[config.mk]
export PLATFORM = sky130hd
export DESIGN_NAME = gemm_array_ctrl
export DESIGN_NICKNAME = d
export VERILOG_FILES = /design/src/rtl/gemm_ctrl_pkg.sv /design/src/rtl/gemm_array_ctrl.sv
export SDC_FILE = /design/constraint.sdc
export NUM_CORES = 1
export LEC_CHECK = 0
export ABC_AREA = 1
export BUFFER_PORTS_ARGS = -buffer_cell sky130_fd_sc_hd__buf_4
export CORE_ASPECT_RATIO = 1.25
export CORE_MARGIN = 2
export CORE_UTILIZATION = 45
export DETAILED_ROUTE_END_ITERATION = 8
export PLACE_DENSITY = 0.72
export SKIP_LAST_GASP = 1
export SYNTH_ARGS = -nofsm -noshare
export SYNTH_HDL_FRONTEND = slang
export SYNTH_SLANG_ARGS = --single-unit
[constraint.sdc]
create_clock -name clk_i -period 4.3 [get_ports clk_i]
set_input_delay 0.43 -clock clk_i [delete_from_list [all_inputs] [get_ports clk_i]]
set_output_delay 0.43 -clock clk_i [all_outputs]
set_load 0.01 [all_outputs]
[src/rtl/gemm_ctrl_pkg.sv]
// Shared types for the output-stationary GEMM array controller:
// FSM state encoding and the PE accumulator mux select codes.
package gemm_ctrl_pkg;

    typedef enum logic [2:0] {
        ST_IDLE  = 3'd0,
        ST_FEED  = 3'd1,
        ST_DRAIN = 3'd2,
        ST_FLUSH = 3'd3,
        ST_DONE  = 3'd4
    } state_e;

    localparam logic [1:0] ACC_ACCUM   = 2'b00;
    localparam logic [1:0] ACC_FLUSH_N = 2'b01;
    localparam logic [1:0] ACC_FLUSH_W = 2'b10;
    localparam logic [1:0] ACC_CLEAR   = 2'b11;

endpackage

[src/rtl/gemm_array_ctrl.sv]
// Tile sequencer for an output-stationary PE array: feeds skewed operand
// beats, waits for the wavefront to drain, then flushes result rows south.
//
// state | meaning
// IDLE  | accumulators held clear, waiting for start_i
// FEED  | accepting k_len operand beats (bubbles allowed)
// DRAIN | last beats propagate across the skewed array
// FLUSH | one result row per cycle leaves the south edge, bottom row first
// DONE  | single-cycle completion pulse, accumulators cleared
module gemm_array_ctrl
    import gemm_ctrl_pkg::*;
#(
    parameter int NumRows = 4,
    parameter int NumCols = 4,
    parameter int KWidth  = 16
) (
    input  logic                       clk_i,
    input  logic                       rst_i,
    input  logic                       start_i,
    input  logic [KWidth-1:0]          k_len_i,
    output logic                       busy_o,
    input  logic                       in_valid_i,
    output logic                       in_ready_o,
    output logic                       a_valid_o,
    output logic                       b_valid_o,
    output logic [1:0]                 acc_mux_sel_o,
    output logic                       out_valid_o,
    output logic [$clog2(NumRows)-1:0] out_row_o,
    output logic                       done_o
);

    localparam int CntW = $clog2(NumRows + NumCols);
    localparam int RowW = $clog2(NumRows);
    localparam logic [CntW-1:0] DrainLoad = CntW'(NumRows + NumCols - 2);
    localparam logic [CntW-1:0] FlushLoad = CntW'(NumRows - 1);

    state_e            state;
    state_e            state_next;
    logic [KWidth-1:0] k_len_q;
    logic [KWidth-1:0] k_cnt;
    logic [CntW-1:0]   tmr;
    logic              tmr_zero;
    logic              last_beat;

    assign tmr_zero  = (tmr == '0);
    // k_cnt never exceeds k_len_q, so the compare against k_len_q-1 cannot wrap in FEED
    assign last_beat = in_valid_i && (k_cnt == k_len_q - KWidth'(1));

    always_ff @(posedge clk_i) begin
        if (rst_i) begin
            state <= ST_IDLE;
        end else begin
            state <= state_next;
        end
    end

    always_comb begin
        state_next = state;
        case (state)
            ST_IDLE: begin
                if (start_i) begin
                    state_next = (k_len_i == '0) ? ST_DRAIN : ST_FEED;
                end
            end
            ST_FEED: begin
                if (last_beat) begin
                    state_next = ST_DRAIN;
                end
            end
            ST_DRAIN: begin
                if (tmr_zero) begin
                    state_next = ST_FLUSH;
                end
            end
            ST_FLUSH: begin
                if (tmr_zero) begin
                    state_next = ST_DONE;
                end
            end
            ST_DONE:  state_next = ST_IDLE;
            default:  state_next = ST_IDLE;
        endcase
    end

    // Beat counter counts up to the latched length; the phase timer is a
    // down-counter reloaded on entry to DRAIN and FLUSH.
    always_ff @(posedge clk_i) begin
        if (rst_i) begin
            k_len_q <= '0;
            k_cnt   <= '0;
            tmr     <= '0;
        end else begin
            if (state == ST_IDLE && start_i) begin
                k_len_q <= k_len_i;
            end

            if (state == ST_FEED) begin
                if (in_valid_i) begin
                    k_cnt <= k_cnt + KWidth'(1);
                end
            end else begin
                k_cnt <= '0;
            end

            if (state_next == ST_DRAIN && state != ST_DRAIN) begin
                tmr <= DrainLoad;
            end else if (state_next == ST_FLUSH && state != ST_FLUSH) begin
                tmr <= FlushLoad;
            end else if (!tmr_zero) begin
                tmr <= tmr - CntW'(1);
            end
        end
    end

    always_comb begin
        busy_o        = (state != ST_IDLE);
        in_ready_o    = 1'b0;
        a_valid_o     = 1'b0;
        b_valid_o     = 1'b0;
        acc_mux_sel_o = ACC_CLEAR;
        out_valid_o   = 1'b0;
        out_row_o     = '0;
        done_o        = 1'b0;
        case (state)
            ST_FEED: begin
                acc_mux_sel_o = ACC_ACCUM;
                in_ready_o    = 1'b1;
                a_valid_o     = in_valid_i;
                b_valid_o     = in_valid_i;
            end
            ST_DRAIN: begin
                acc_mux_sel_o = ACC_ACCUM;
            end
            ST_FLUSH: begin
                acc_mux_sel_o = ACC_FLUSH_N;
                out_valid_o   = 1'b1;
                // timer counts NumRows-1 down to 0, which is the south-edge row index
                out_row_o     = tmr[RowW-1:0];
            end
            ST_DONE: begin
                done_o = 1'b1;
            end
            default: begin
                acc_mux_sel_o = ACC_CLEAR;
            end
        endcase
    end

endmodule

After elaboration in Yosys (flattened, before gate mapping)
Cells that the tools add are included.
W data, S select, Z words.
{"block": "totals", "inputBits": 20, "register_bits": 38}
{"block": "op_classes", "n_addsub": 3, "bitwise": 1, "eq_ne": 11, "n_mux": 15, "reduce_logical": 11}
{"op": "$mux W3", "n": 7}
{"op": "$add A16 B1 Y16 const B", "n": 1}
{"op": "$eq A16 B16 Y1", "n": 1}
{"op": "$logic_not A16 Y1", "n": 1}
{"op": "$sub A16 B1 Y16 const B", "n": 1}
{"op": "$eq A3 B2 Y1 const B", "n": 4}
{"op": "$pmux W3 S4", "n": 1}
{"op": "$logic_not A3 Y1", "n": 2}
{"op": "$ne A3 B2 Y1 const B", "n": 2}
{"op": "$reduce_or A2 Y1", "n": 3}
{"op": "$logic_and A1 B1 Y1", "n": 4}
{"op": "$mux W1", "n": 4}
{"op": "$mux W2", "n": 2}
{"op": "$pmux W2 S2", "n": 1}
{"op": "$eq A3 B1 Y1 const B", "n": 1}
{"op": "$eq A3 B3 Y1 const B", "n": 1}
{"op": "$ne A3 B1 Y1 const B", "n": 1}
{"op": "$reduce_bool A3 Y1", "n": 1}
{"op": "$sub A3 B1 Y3 const B", "n": 1}
{"op": "$ne A2 B1 Y1 const B", "n": 1}
{"op": "$not A1 Y1", "n": 1}

Depth between registers and ports, before layout
Gate-level depths: netlist of run 1.
{"block": "logic_depth", "word_depth": 9, "depth_mapped": 16}

Worst setup path before layout of run 1
Ideal clock, no wire load.
{"block": "synth_timing", "path_kind": "flip-flop to flip-flop", "from": "register k_len_q[0]", "to": "register tmr[0]", "setup_time_ps": 132, "path_buffers": 0, "stages_incl_launch_ff": 16, "required_ps": 4168, "setup_slack_ps": 2497, "t_arrival_ps": 1671, "period_less_slack_ps": 1803, "cell_sequence": "dfxtp_1 -> inv_1 -> ha_1 -> nand2_1 -> nor2_1 -> nand2_1 -> nand2_1 -> nand2_1 -> nand2_1 -> nand2_1 -> nor2_1 -> nand3_1 -> nor2_1 -> a21oi_2 -> nor2_2 -> nor3_1"}
{"block": "synth_between", "elab_chain_cells": 8, "elab_cells_between_ends": 12, "cone_classes": "1 x add/sub; 4 x eq/ne; 3 x mux; 4 x reduce/logical"}
{"item": "from (decl)", "line": "gemm_array_ctrl.sv:39", "rtl": "logic [KWidth-1:0] k_len_q;"}
{"item": "from (signal assigned)", "line": "gemm_array_ctrl.sv:94", "rtl": "k_len_q <= k_len_i;"}
{"item": "$sub A16 B1 Y16 (*)", "line": "gemm_array_ctrl.sv:47", "rtl": "assign last_beat = in_valid_i && (k_cnt == k_len_q - KWidth'(1));"}
{"item": "$eq A16 B16 Y1 (*)", "line": "gemm_array_ctrl.sv:47"}
{"item": "$logic_and A1 B1 Y1 (*)", "line": "gemm_array_ctrl.sv:47"}
{"item": "$mux W3 (*)", "line": "gemm_array_ctrl.sv:66", "rtl": "if (last_beat) begin"}
{"item": "$pmux W3 S4 (*)", "line": "gemm_array_ctrl.sv:59", "rtl": "case (state)"}
{"item": "$eq A3 B2 Y1 (on tied branches)", "line": "gemm_array_ctrl.sv:107, gemm_array_ctrl.sv:105"}
{"item": "$logic_and A1 B1 Y1 (on tied branches)", "line": "gemm_array_ctrl.sv:107, gemm_array_ctrl.sv:105"}
{"item": "$ne A2 B1 Y1 (no source line) (tied with other cells)"}
{"item": "to (signal assigned)", "line": "gemm_array_ctrl.sv:106", "rtl": "tmr <= DrainLoad;"}
{"item": "to (signal assigned)", "line": "gemm_array_ctrl.sv:108", "rtl": "tmr <= FlushLoad;"}
{"item": "to (signal assigned)", "line": "gemm_array_ctrl.sv:110", "rtl": "tmr <= tmr - CntW'(1);"}
{"item": "to (decl)", "line": "gemm_array_ctrl.sv:41", "rtl": "logic [CntW-1:0] tmr;"}
Mark *: on every way between the ends. The rest lies on a longest branch, timed or not.
A chain may end at the register's enable or synchronous reset.

Final worst setup path of run 1
{"block": "layout_timing", "from": "register k_len_q[0]", "to": "register tmr[2]"}
{"block": "layout_between", "elab_chain_cells": 9, "elab_cells_between_ends": 12, "cone_classes": "1 x add/sub; 4 x eq/ne; 4 x mux; 3 x reduce/logical"}
{"item": "$sub A16 B1 Y16 (*)", "line": "gemm_array_ctrl.sv:47"}
{"item": "$eq A16 B16 Y1 (*)", "line": "gemm_array_ctrl.sv:47"}
{"item": "$logic_and A1 B1 Y1 (*)", "line": "gemm_array_ctrl.sv:47"}
{"item": "$mux W3 (*)", "line": "gemm_array_ctrl.sv:66"}
{"item": "$pmux W3 S4 (*)", "line": "gemm_array_ctrl.sv:59"}
{"item": "$eq A3 B2 Y1", "line": "gemm_array_ctrl.sv:107", "rtl": "end else if (state_next == ST_FLUSH && state != ST_FLUSH) begin"}
{"item": "$logic_and A1 B1 Y1", "line": "gemm_array_ctrl.sv:107"}
{"item": "$mux W3", "line": "gemm_array_ctrl.sv:107"}
{"item": "$mux W3", "line": "gemm_array_ctrl.sv:105", "rtl": "if (state_next == ST_DRAIN && state != ST_DRAIN) begin"}
Marked as above.

==> out/metrics.yaml, run 1 <==
cts_sinks: 38
period_share_pct: 51.4
tightest_slew_ps: 650
cts_root_buffer: "clkbuf_8"
synth_area_mm2: 0.00252
cts_tree: "yes"
powerDensity_mw_per_mm2: 330
finClkSkew_ps: 4.42
crit_path_frequent_cell: "nand2_1"
synth_cell_types: 34
hp-class: "primary input to register"
path_max_fanout: 7
rsz0062_at_grt: "no"
dp_cells: 485
slowest_stage: "dfxtp_1"
grt_pass1_wl_um: 10100
clock_latency_ps: 290
synth_nets: 421
internal_power_mw: 0.621
fin_ws_ps: 2090
dieArea_mm2: 0.00621
syn-mean-instance-area_um2: 6.34
stdcell_count: 493
detailedPlace.worstSlack_ps: 2120
power_frac_comb_pct: 31.4
hold_buffers: 0
path_class: "register to register"
max_freq_ghz: 0.452
switchingPower_mw: 0.331
clk_pin_slew_worst_paths_ps: 70
viasPerCell: 5.18
post_cts_buffers: 0
p_leak_nw: 1.31
yosys_warnings: 0
syn_inst: 397
crit_required_ps: 4530
yosysMostFrequentCell: "nand2_1"
synth_top_cell_by_area: "dfxtp_1"
dr.pass1.iters: 4
synth-seq-area-share_pct: 30.2
diodes: 0
syn_to_final_growth_pct: 14.6
endpoint_kind: "register"
cts_resized: 0
drive_gt1_share_pct: 14.9
place_area_mm2: 0.00279
status: "finished clean"
place_congestion: 0.909
seq_power_share_pct: 41.8
coreArea_mm2: 0.00541
maxSlewViolCount: 0
clkPwrFrac_pct: 26.9
synthArstFlopShare_pct: 0
synth_edf_count: 0
port_buffers: 29
grt_pass1_vias: 2335
htree_levels: 2
setup_viol: 0
overflow: 0
p_sw_share_pct: 34.8
crit_chain: "inv_1 > ha_1 > nand2_1 > nor2_1 > nand2_1 > nand2_1 > nand2_1 > nand2_1 > nand2_1 > nor2_1 > nand3_1 > nor2_1 > a21oi_2 > nor2_2 > nor2_1 > nor2_1"
wl_per_cell_um: 12.2
synth_ff_type: "dfxtp_1"
hold_violations: 0
synth.top_cell.area_share_pct: 30.2
antenna_found_initial: 0
cp_slowest_stage_delay_ps: 350
num_rows: 30
fin_nets: 452
wl_um: 6000
track_usage_pct: 20.4
vdd_drop_max_uv: 149
setup_tns_ps: 0
finalCriticalPeriod_ps: 2210
ios: 30
die-height_um: 87.6
cts_made_buffers: 5
fin_area_mm2: 0.00288
worstSetupStartpointType: "register"
num_vias: 2556
maxSlewHeadroom_pct: 56.4
start_util_pct: 46.6
die_x_um: 70.9
synth_top_cells_by_area: "dfxtp_1 (30%), nand2_1 (15%), nor2_1 (10%)"
clock_path_buffers: 2
ys_seq_elements: 38
maxCapViolations: 0
synthTopCellsByCount: "nand2_1 (103), nor2_1 (70), inv_1 (47)"
final_antenna_net_count: 0
hpwl_um: 4750
remaining_drc_errors: 0
grt_max_degree: 27
first_iter_violations: 139
crit_arrival_ps: 2440
-- layer usage --
| layer | GRT usage (%) | routed length (um) | vias to the layer above |
|---|---|---|---|
| met5 | 0 | 0 | - |
| met2 | 37.4 | 3030 | 64 |
| met3 | 3.45 | 244 | 6 |
| met4 | 6.86 | 75 | 0 |
| met1 | 24.1 | 2660 | 1160 |
| li1 | - | - | 1326 |
-- worst paths after layout --
path                           startpoint                       end  slack (ps)  cells past startpoint
setup / recovery  k_len_q[0]$_SDFFE_PP0P_       tmr[2]$_SDFFE_PP0P_        2090                     16
setup reg to reg  k_len_q[0]$_SDFFE_PP0P_       tmr[2]$_SDFFE_PP0P_        2090                     16
hold / removal                k_len_i[15]  k_len_q[15]$_SDFFE_PP0P_         410                      3
hold reg to reg    k_cnt[15]$_SDFFE_PP0P_    k_cnt[15]$_SDFFE_PP0P_         480                      2
-- flip-flops by register name, summed over array words and instances (netlist names) --
signal	flops
k_cnt	16
k_len_q	16
state	3
tmr	3
-- area by class of cell --
class / count / area, um2
Timing Repair Buffer: 29 / 218
Clock inverter: 1 / 5.00
Multi-Input combinational cell: 302 / 1540
Sequential cell: 38 / 761
Tap cell: 64 / 80.1
Fill cell: 570 / 2520
Inverter: 52 / 195
Clock buffer: 7 / 86.3
-- power by group through the flow --
stage / clock [mW] / combinational (mW) / sequential, mW
after global placement: 0 / 0.295 / 0.405
after detailed placement: 0 / 0.298 / 0.405
final: 0.256 / 0.299 / 0.398
after floorplan: 0 / 0.233 / 0.399
after CTS: 0.260 / 0.300 / 0.397
after global routing: 0.277 / 0.344 / 0.401
-- critical path, delay by kind of cell (launching register included) --
kind | cells | cell delay (ps)
AND/OR/NAND/NOR | 13 | 1230
flip-flops | 1 | 350
AO/OA/AOI/OAI | 1 | 100
adder cells (fa/ha/maj) | 1 | 350
buffers and inverters | 1 | 120
-- cells by family after synthesis --
| family | count (synthesis) | share of synthesized area [%] |
|---|---|---|
| AO/OA/AOI/OAI | 50 | 11.8 |
| XOR/XNOR | 10 | 3.78 |
| adder cells (fa/ha/maj) | 4 | 1.99 |
| flip-flops | 38 | 30.2 |
| buffers and inverters | 57 | 8.65 |
| AND/OR/NAND/NOR | 238 | 43.5 |
-- layout by cell type (no fill, tap or decap), types with 2 or more instances in the layout --
cell type	instances
nand2_1	103
nor2_1	70
inv_1	47
dfxtp_1	38
buf_4	29
a21oi_1	22
nand3_1	20
a211oi_1	11
o21ai_0	8
nor3_1	8
nand3b_1	7
nor2_4	6
xnor2_1	6
clkbuf_8	6
nand2_2	5
nand4_1	5
inv_2	4
nor3_2	4
o21a_1	4
ha_1	4
xor2_1	3
nor2_2	3
nor4_1	2
a31oi_1	2
-- through the flow --
step	power [mW]	hold WS (ps)	util [%]
6_report	0.952	409	53.3
5_1_grt	1.02	407	53.3
4_1_cts	0.957	404	53.3
3_5_place_dp	0.703	478	51.6
3_3_place_gp	0.700	472	51.6
2_1_floorplan	0.632	452	-
Note: power is estimated with default switching activity, not from simulation.
==> run 2, diff against run 1 <==
- PLACE_DENSITY: 0.72 -> 0.75
- clock period: 4.3 -> 2 ns (I/O delays scaled with it)
==> out/metrics.yaml, run 2 (synthesis gave the netlist of run 1 again) <==
status: "finished clean"  # unchanged
top_regs: "k_cnt: 16 flops, k_len_q: 16 flops"  # unchanged
maxCapViolations: 0  # unchanged
holdPathStages: 3  # unchanged
start_util_pct: 46.6  # unchanged
crit_family: "simple AND/OR/NAND/NOR gates"  # unchanged
r2r_setup_slack_ps: 140  # was 2090 ps
tightest_slew_ps: 378  # was 650 ps
grt_pass1_wl_um: 10300  # was 10100 um
busiest_layer: "met2"  # unchanged
ios: 30  # unchanged
hp-start: "k_len_i[13]"  # was k_len_i[15]
port_buffers: 29  # unchanged
gr-usage-met1_pct: 24.9  # was 24.1%
syn_to_final_growth_pct: 19.6  # was 14.6%
clock_latency_ps: 300  # was 290 ps
cts_root_buffer: "clkbuf_8"  # unchanged
coreArea_mm2: 0.00541  # unchanged
path_max_fanout: 7  # unchanged
p_leak_nw: 1.36  # was 1.31 nW
worstHoldEndpoint: "k_len_q[13]$_SDFFE_PP0P_"  # was k_len_q[15]$_SDFFE_PP0P_
drive_gt1_share_pct: 20.4  # was 14.9%
htree_levels: 2  # unchanged
path_class: "register to register"  # unchanged
dieArea_mm2: 0.00621  # unchanged
wl_per_cell_um: 12.3  # was 12.2 um
viasPerCell: 5.02  # was 5.18
rr_endpoint: "tmr[1]$_SDFFE_PP0P_"  # was tmr[2]$_SDFFE_PP0P_
wl_um: 6140  # was 6000 um
maxSlewHeadroom_pct: 74.6  # was 56.4%
endpoint_kind: "register"  # unchanged
first_iter_violations: 110  # was 139
finalPower_mw: 2.09  # was 0.952 mW
n_fill_cell: 552  # was 570
hold_violations: 0  # unchanged
diodes: 0  # unchanged
cp_slowest_stage_delay_ps: 330  # was 350 ps
vdd_drop_max_uv: 241  # was 149 uV
clk_pin_slew_worst_paths_ps: 70  # about the same
num_vias: 2508  # was 2556
cp_num_cells: 14  # was 16
powerDensity_mw_per_mm2: 694  # was 330 mW/mm2
crit_arrival_ps: 2100  # was 2440 ps
place_congestion: 0.898  # was 0.909
period_share_pct: 93.2  # was 51.4%
grt_pass1_vias: 2334  # was 2335
final_antenna_net_count: 0  # unchanged
worstSetupStartpointType: "register"  # unchanged
most-common-layout-cells: "nand2_1 (101), nor2_1 (67), inv_1 (45), buf_4 (37), dfxtp_1 (33)"  # was nand2_1 (103), nor2_1 (70), inv_1 (47), dfxtp_1 (38), buf_4 (29)
hp-class: "primary input to register"  # unchanged
remaining_drc_errors: 0  # unchanged
grtUsageMet2_pct: 38.5  # was 37.4%
dr.pass1.iters: 4  # unchanged
fin_util_pct: 55.7  # was 53.3%
finClkSkew_ps: 5.90  # was 4.42 ps
crit_required_ps: 2240  # was 4530 ps
rsz0062_at_grt: "yes"  # was no
grt_max_degree: 24  # was 27
die-height_um: 87.6  # unchanged
cts_tree: "yes"  # unchanged
cts_sinks: 38  # unchanged
max_freq_ghz: 0.537  # was 0.452 GHz
reg2reg_depth: 14  # was 16
seqCellArea_um2: 767  # was 761 um2
maxSlewViolCount: 0  # unchanged
antenna_found_initial: 0  # unchanged
cts_made_buffers: 5  # unchanged
setup_viol: 0  # unchanged
hpwl_um: 4970  # was 4750 um
crit_chain: "inv_2 > buf_4 > nand2_2 > nor2_4 > nand2_1 > nand2_1 > nand2_1 > nor3_2 > nand3_1 > nand2_2 > nand3_2 > nor2_4 > nor2_1 > nor2_1"  # was inv_1 > ha_1 > nand2_1 > nor2_1 > nand2_1 > nand2_1 > nand2_1 > nand2_1 > nand2_1 > nor2_1 > nand3_1 > nor2_1 > a21oi_2 > nor2_2 > nor2_1 > nor2_1
use_met3_pct: 3.57  # was 3.45%
multi_input_area_mm2: 0.00159  # was 0.00154 mm2
clock_path_buffers: 2  # unchanged
finalCriticalPeriod_ps: 1860  # was 2210 ps
slowest_stage: "dfxtp_2"  # was dfxtp_1
die_x_um: 70.9  # unchanged
final_common_cell: "nand2_1"  # unchanged
critPathBufInv: 2  # was 1
num_rows: 30  # unchanged
crit_path_frequent_cell: "nand2_1"  # unchanged
fin_nets: 461  # was 452
overflow: 0  # unchanged
track_usage_pct: 21.0  # was 20.4%
fin_hold_ws_ps: 169  # was 409 ps
worstReg2RegStart: "k_len_q[0]$_SDFFE_PP0P_"  # unchanged
## run 2: cell count changes in the layout (fill, tap and decap cells not counted), moves of 2 or more
| cell | previous run | this run |
|---|---|---|
| nor2_2 | 3 | 5 |
| nand2_2 | 5 | 7 |
| inv_2 | 4 | 6 |
| dfxtp_2 | 0 | 5 |
| inv_1 | 47 | 45 |
| dfxtp_1 | 38 | 33 |
| nor2_1 | 70 | 67 |
| nand2_1 | 103 | 101 |
| buf_4 | 29 | 37 |
## run 2: repair_timing
item,4_1_cts,5_1_grt
gates resized for setup,1,18
hold buffers,0,0
setup endpoints to repair,3,6
pin swaps,0,7
buffers inserted,0,2
## run 2: layout make-up
cell class | instances | share of cell area, %
clock buffer | 6 | 2.74
inverter | 52 | 6.49
multi-input combinational | 302 | 52.7
sequential | 38 | 25.5
tap | 64 | 2.66
timing repair buffer | 38 | 9.90
## run 2: how the worst max path moves through the flow
stage          slack, ps                   to               startpoint
2_1_floorplan        200  tmr[0]$_SDFFE_PP0P_  k_len_q[0]$_SDFFE_PP0P_
3_3_place_gp          60  tmr[2]$_SDFFE_PP0P_  k_len_q[0]$_SDFFE_PP0P_
3_5_place_dp         -30  tmr[1]$_SDFFE_PP0P_  k_len_q[1]$_SDFFE_PP0P_
4_1_cts                9  tmr[1]$_SDFFE_PP0P_  k_len_q[0]$_SDFFE_PP0P_
5_1_grt              -30  tmr[1]$_SDFFE_PP0P_  k_len_q[5]$_SDFFE_PP0P_
6_report             140  tmr[1]$_SDFFE_PP0P_  k_len_q[0]$_SDFFE_PP0P_
## run 2: worst register-to-register path: cells and delay by family, from the launching register on
kind	cells	cell delay, ps
buffers and inverters	2	180
AND/OR/NAND/NOR	12	1280
flip-flops	1	330
## run 2: report_power, final
group / total, mW / switching (mW) / internal, mW / leakage (nW)
logic: 0.700 / 0.410 / 0.291 / 1.00
clock network: 0.528 / 0.262 / 0.266 / 0.0431
registers: 0.859 / 0.0507 / 0.808 / 0.312
total: 2.09 / 0.722 / 1.36 / 1.36
## run 2: per-stage QoR
| stage | cell area, um2 | instances | setup TNS, ps | worst slack, ps |
|---|---|---|---|---|
| after detailed placement | 2860 | 492 | -45.4 | -31.1 |
| after floorplan | 2520 | 397 | 0 | 197 |
| after global placement | 2860 | 492 | 0 | 60.8 |
| after CTS | 2940 | 498 | 0 | 8.93 |
| after global routing | 3010 | 500 | -48.7 | -26.3 |
| final | 3010 | 500 | 0 | 136 |
## run 2: metal layers
layer	up-vias	share of wire, %
li1	1348	-
met1	1117	44
met2	36	51
met3	7	3.0
met4	0	1.1
met5	-	0
==> run 3, diff against run 2 <==
- CORE_MARGIN: 2 -> 8
==> out/metrics.yaml, run 3 (synthesis gave the netlist of run 1 again) <==
status: "finished clean"  # unchanged
final_common_cell: "nand2_1"  # unchanged
multi_input_area_mm2: 0.00159  # about the same
maxSlewViolCount: 0  # unchanged
finClkSkew_ps: 11.2  # was 5.90 ps
clock_latency_ps: 290  # was 300 ps
crit_chain: "inv_2 > ha_4 > buf_4 > nand3b_1 > a21oi_2 > nand2_1 > nor3_2 > nand3_1 > nand2_2 > nand3_2 > nor2_4 > nor2_1 > nor2_1"  # was inv_2 > buf_4 > nand2_2 > nor2_4 > nand2_1 > nand2_1 > nand2_1 > nor3_2 > nand3_1 > nand2_2 > nand3_2 > nor2_4 > nor2_1 > nor2_1
grt_pass1_vias: 2456  # was 2334
dr.pass1.iters: 4  # unchanged
setup_viol: 0  # unchanged
wl_per_cell_um: 12.4  # was 12.3 um
cts_root_buffer: "clkbuf_8"  # unchanged
seqCellArea_um2: 764  # was 767 um2
place_congestion: 0.928  # was 0.898
n_fill_cell: 547  # was 552
slowest_stage: "dfxtp_2"  # unchanged
finalPower_mw: 2.09  # about the same
worstSetupStartpointType: "register"  # unchanged
fin_area_mm2: 0.00300  # was 0.00301 mm2
grt_pass1_wl_um: 10300  # about the same
clock_path_buffers: 2  # unchanged
maxSlewHeadroom_pct: 76.6  # was 74.6%
cts_made_buffers: 5  # unchanged
viasPerCell: 5.11  # was 5.02
final_antenna_net_count: 0  # unchanged
start_util_pct: 46.6  # unchanged
ios: 30  # unchanged
clkPwrFrac_pct: 26.8  # was 25.3%
cp_slowest_stage_delay_ps: 360  # was 330 ps
most-common-layout-cells: "nand2_1 (103), nor2_1 (65), inv_1 (45), buf_4 (36), dfxtp_1 (35)"  # was nand2_1 (101), nor2_1 (67), inv_1 (45), buf_4 (37), dfxtp_1 (33)
hp-class: "primary input to register"  # unchanged
finalCriticalPeriod_ps: 1870  # was 1860 ps
crit_required_ps: 2240  # about the same
crit_arrival_ps: 2100  # about the same
hpwl_um: 4990  # was 4970 um
tightest_slew_ps: 349  # was 378 ps
num_rows: 30  # unchanged
worstReg2RegStart: "k_len_q[0]$_SDFFE_PP0P_"  # unchanged
cts_tree: "yes"  # unchanged
fin_nets: 459  # was 461
htree_levels: 2  # unchanged
port_buffers: 29  # unchanged
p_leak_nw: 1.35  # was 1.36 nW
maxCapViolations: 0  # unchanged
overflow: 0  # unchanged
grt_max_degree: 27  # was 24
diodes: 0  # unchanged
dieArea_mm2: 0.00825  # was 0.00621 mm2
die_x_um: 82.9  # was 70.9 um
rsz0062_at_grt: "yes"  # unchanged
internal_power_mw: 1.36  # about the same
place_area_mm2: 0.00284  # was 0.00286 mm2
p_sw_share_pct: 35.3  # was 34.6%
num_vias: 2554  # was 2508
wl_um: 6190  # was 6140 um
powerDensity_mw_per_mm2: 699  # was 694 mW/mm2
vdd_drop_max_uv: 266  # was 241 uV
startpoint: "k_len_q[0]$_SDFFE_PP0P_"  # unchanged
switchingPower_mw: 0.738  # was 0.722 mW
crit_path_frequent_cell: "nor2_1"  # was nand2_1
path_class: "register to register"  # unchanged
coreArea_mm2: 0.00541  # unchanged
top_regs: "k_cnt: 16 flops, k_len_q: 16 flops"  # unchanged
first_iter_violations: 165  # was 110
drive_gt1_share_pct: 20.0  # was 20.4%
syn_to_final_growth_pct: 19.1  # was 19.6%
die-height_um: 99.6  # was 87.6 um
path_max_fanout: 6  # was 7
endpoint_kind: "register"  # unchanged
clk_pin_slew_worst_paths_ps: 80  # was 70 ps
hold_violations: 0  # unchanged
power_frac_comb_pct: 32.2  # was 33.5%
antenna_found_initial: 0  # unchanged
track_usage_pct: 14.7  # was 21.0%
max_freq_ghz: 0.536  # was 0.537 GHz
seq_power_share_pct: 41.0  # was 41.2%
hp-start: "k_len_i[12]"  # was k_len_i[13]
period_share_pct: 93.3  # was 93.2%
remaining_drc_errors: 0  # unchanged
cts_sinks: 38  # unchanged
-- run 3: metal layers --
metal | part of all wire, % | track usage, % | up-vias
met3 | 4.8 | 2.86 | 18
met1 | 43 | 15.6 | 1126
met2 | 49 | 26.5 | 68
met5 | 0 | 0 | -
li1 | - | - | 1342
met4 | 3.3 | 8.27 | 0
-- run 3: cell type report --
type | count | area share (%)
tap | 64 | 2.67
inverter | 52 | 6.51
clock buffer | 6 | 2.76
clock inverter | 2 | 0.418
sequential | 38 | 25.5
multi-input combinational | 302 | 53.1
timing repair buffer | 36 | 9.02
-- run 3: path summary, 6_finish.rpt --
check	depth (start not counted)	endpoint	slack, ps
setup / recovery	13	tmr[1]$_SDFFE_PP0P_	130
hold / removal	3	k_len_q[12]$_SDFFE_PP0P_	160
setup reg to reg	13	tmr[1]$_SDFFE_PP0P_	130
hold reg to reg	2	k_len_q[15]$_SDFFE_PP0P_	480
-- run 3: timing repair --
item,4_1_cts,5_1_grt
hold buffers,0,0
buffers inserted,0,1
pin swaps,0,6
gates cloned,0,0
gates resized for setup,1,17
endpoints found under the hold margin,0,0
setup endpoints to repair,2,4
-- run 3: power groups by stage --
stage | Combinational [mW] | Sequential [mW] | Clock [mW]
after detailed placement | 0.649 | 0.871 | 0
after CTS | 0.654 | 0.854 | 0.566
after global routing | 0.759 | 0.866 | 0.607
after floorplan | 0.501 | 0.859 | 0
after global placement | 0.634 | 0.870 | 0
final | 0.674 | 0.859 | 0.561
-- run 3: stage by stage --
step           utilization (%)  setup TNS [ps]  std cells  hold WS, ps  setup slack, ps
6_report                  55.4               0        500          165              135
5_1_grt                   55.4           -86.9        500          163            -40.2
4_1_cts                   54.3               0        499          163             27.9
3_5_place_dp              52.5               0        491          472             6.41
3_3_place_gp              52.5               0        491          467             79.8
2_1_floorplan                -               0        397          278              197
-- run 3: critical path, delay by kind of cell, from the launching register on --
family,cells,cell delay (ps)
simple gates,9,920
fa+ha+maj,1,180
flops,1,360
buf+inv,2,190
compound gates,1,170
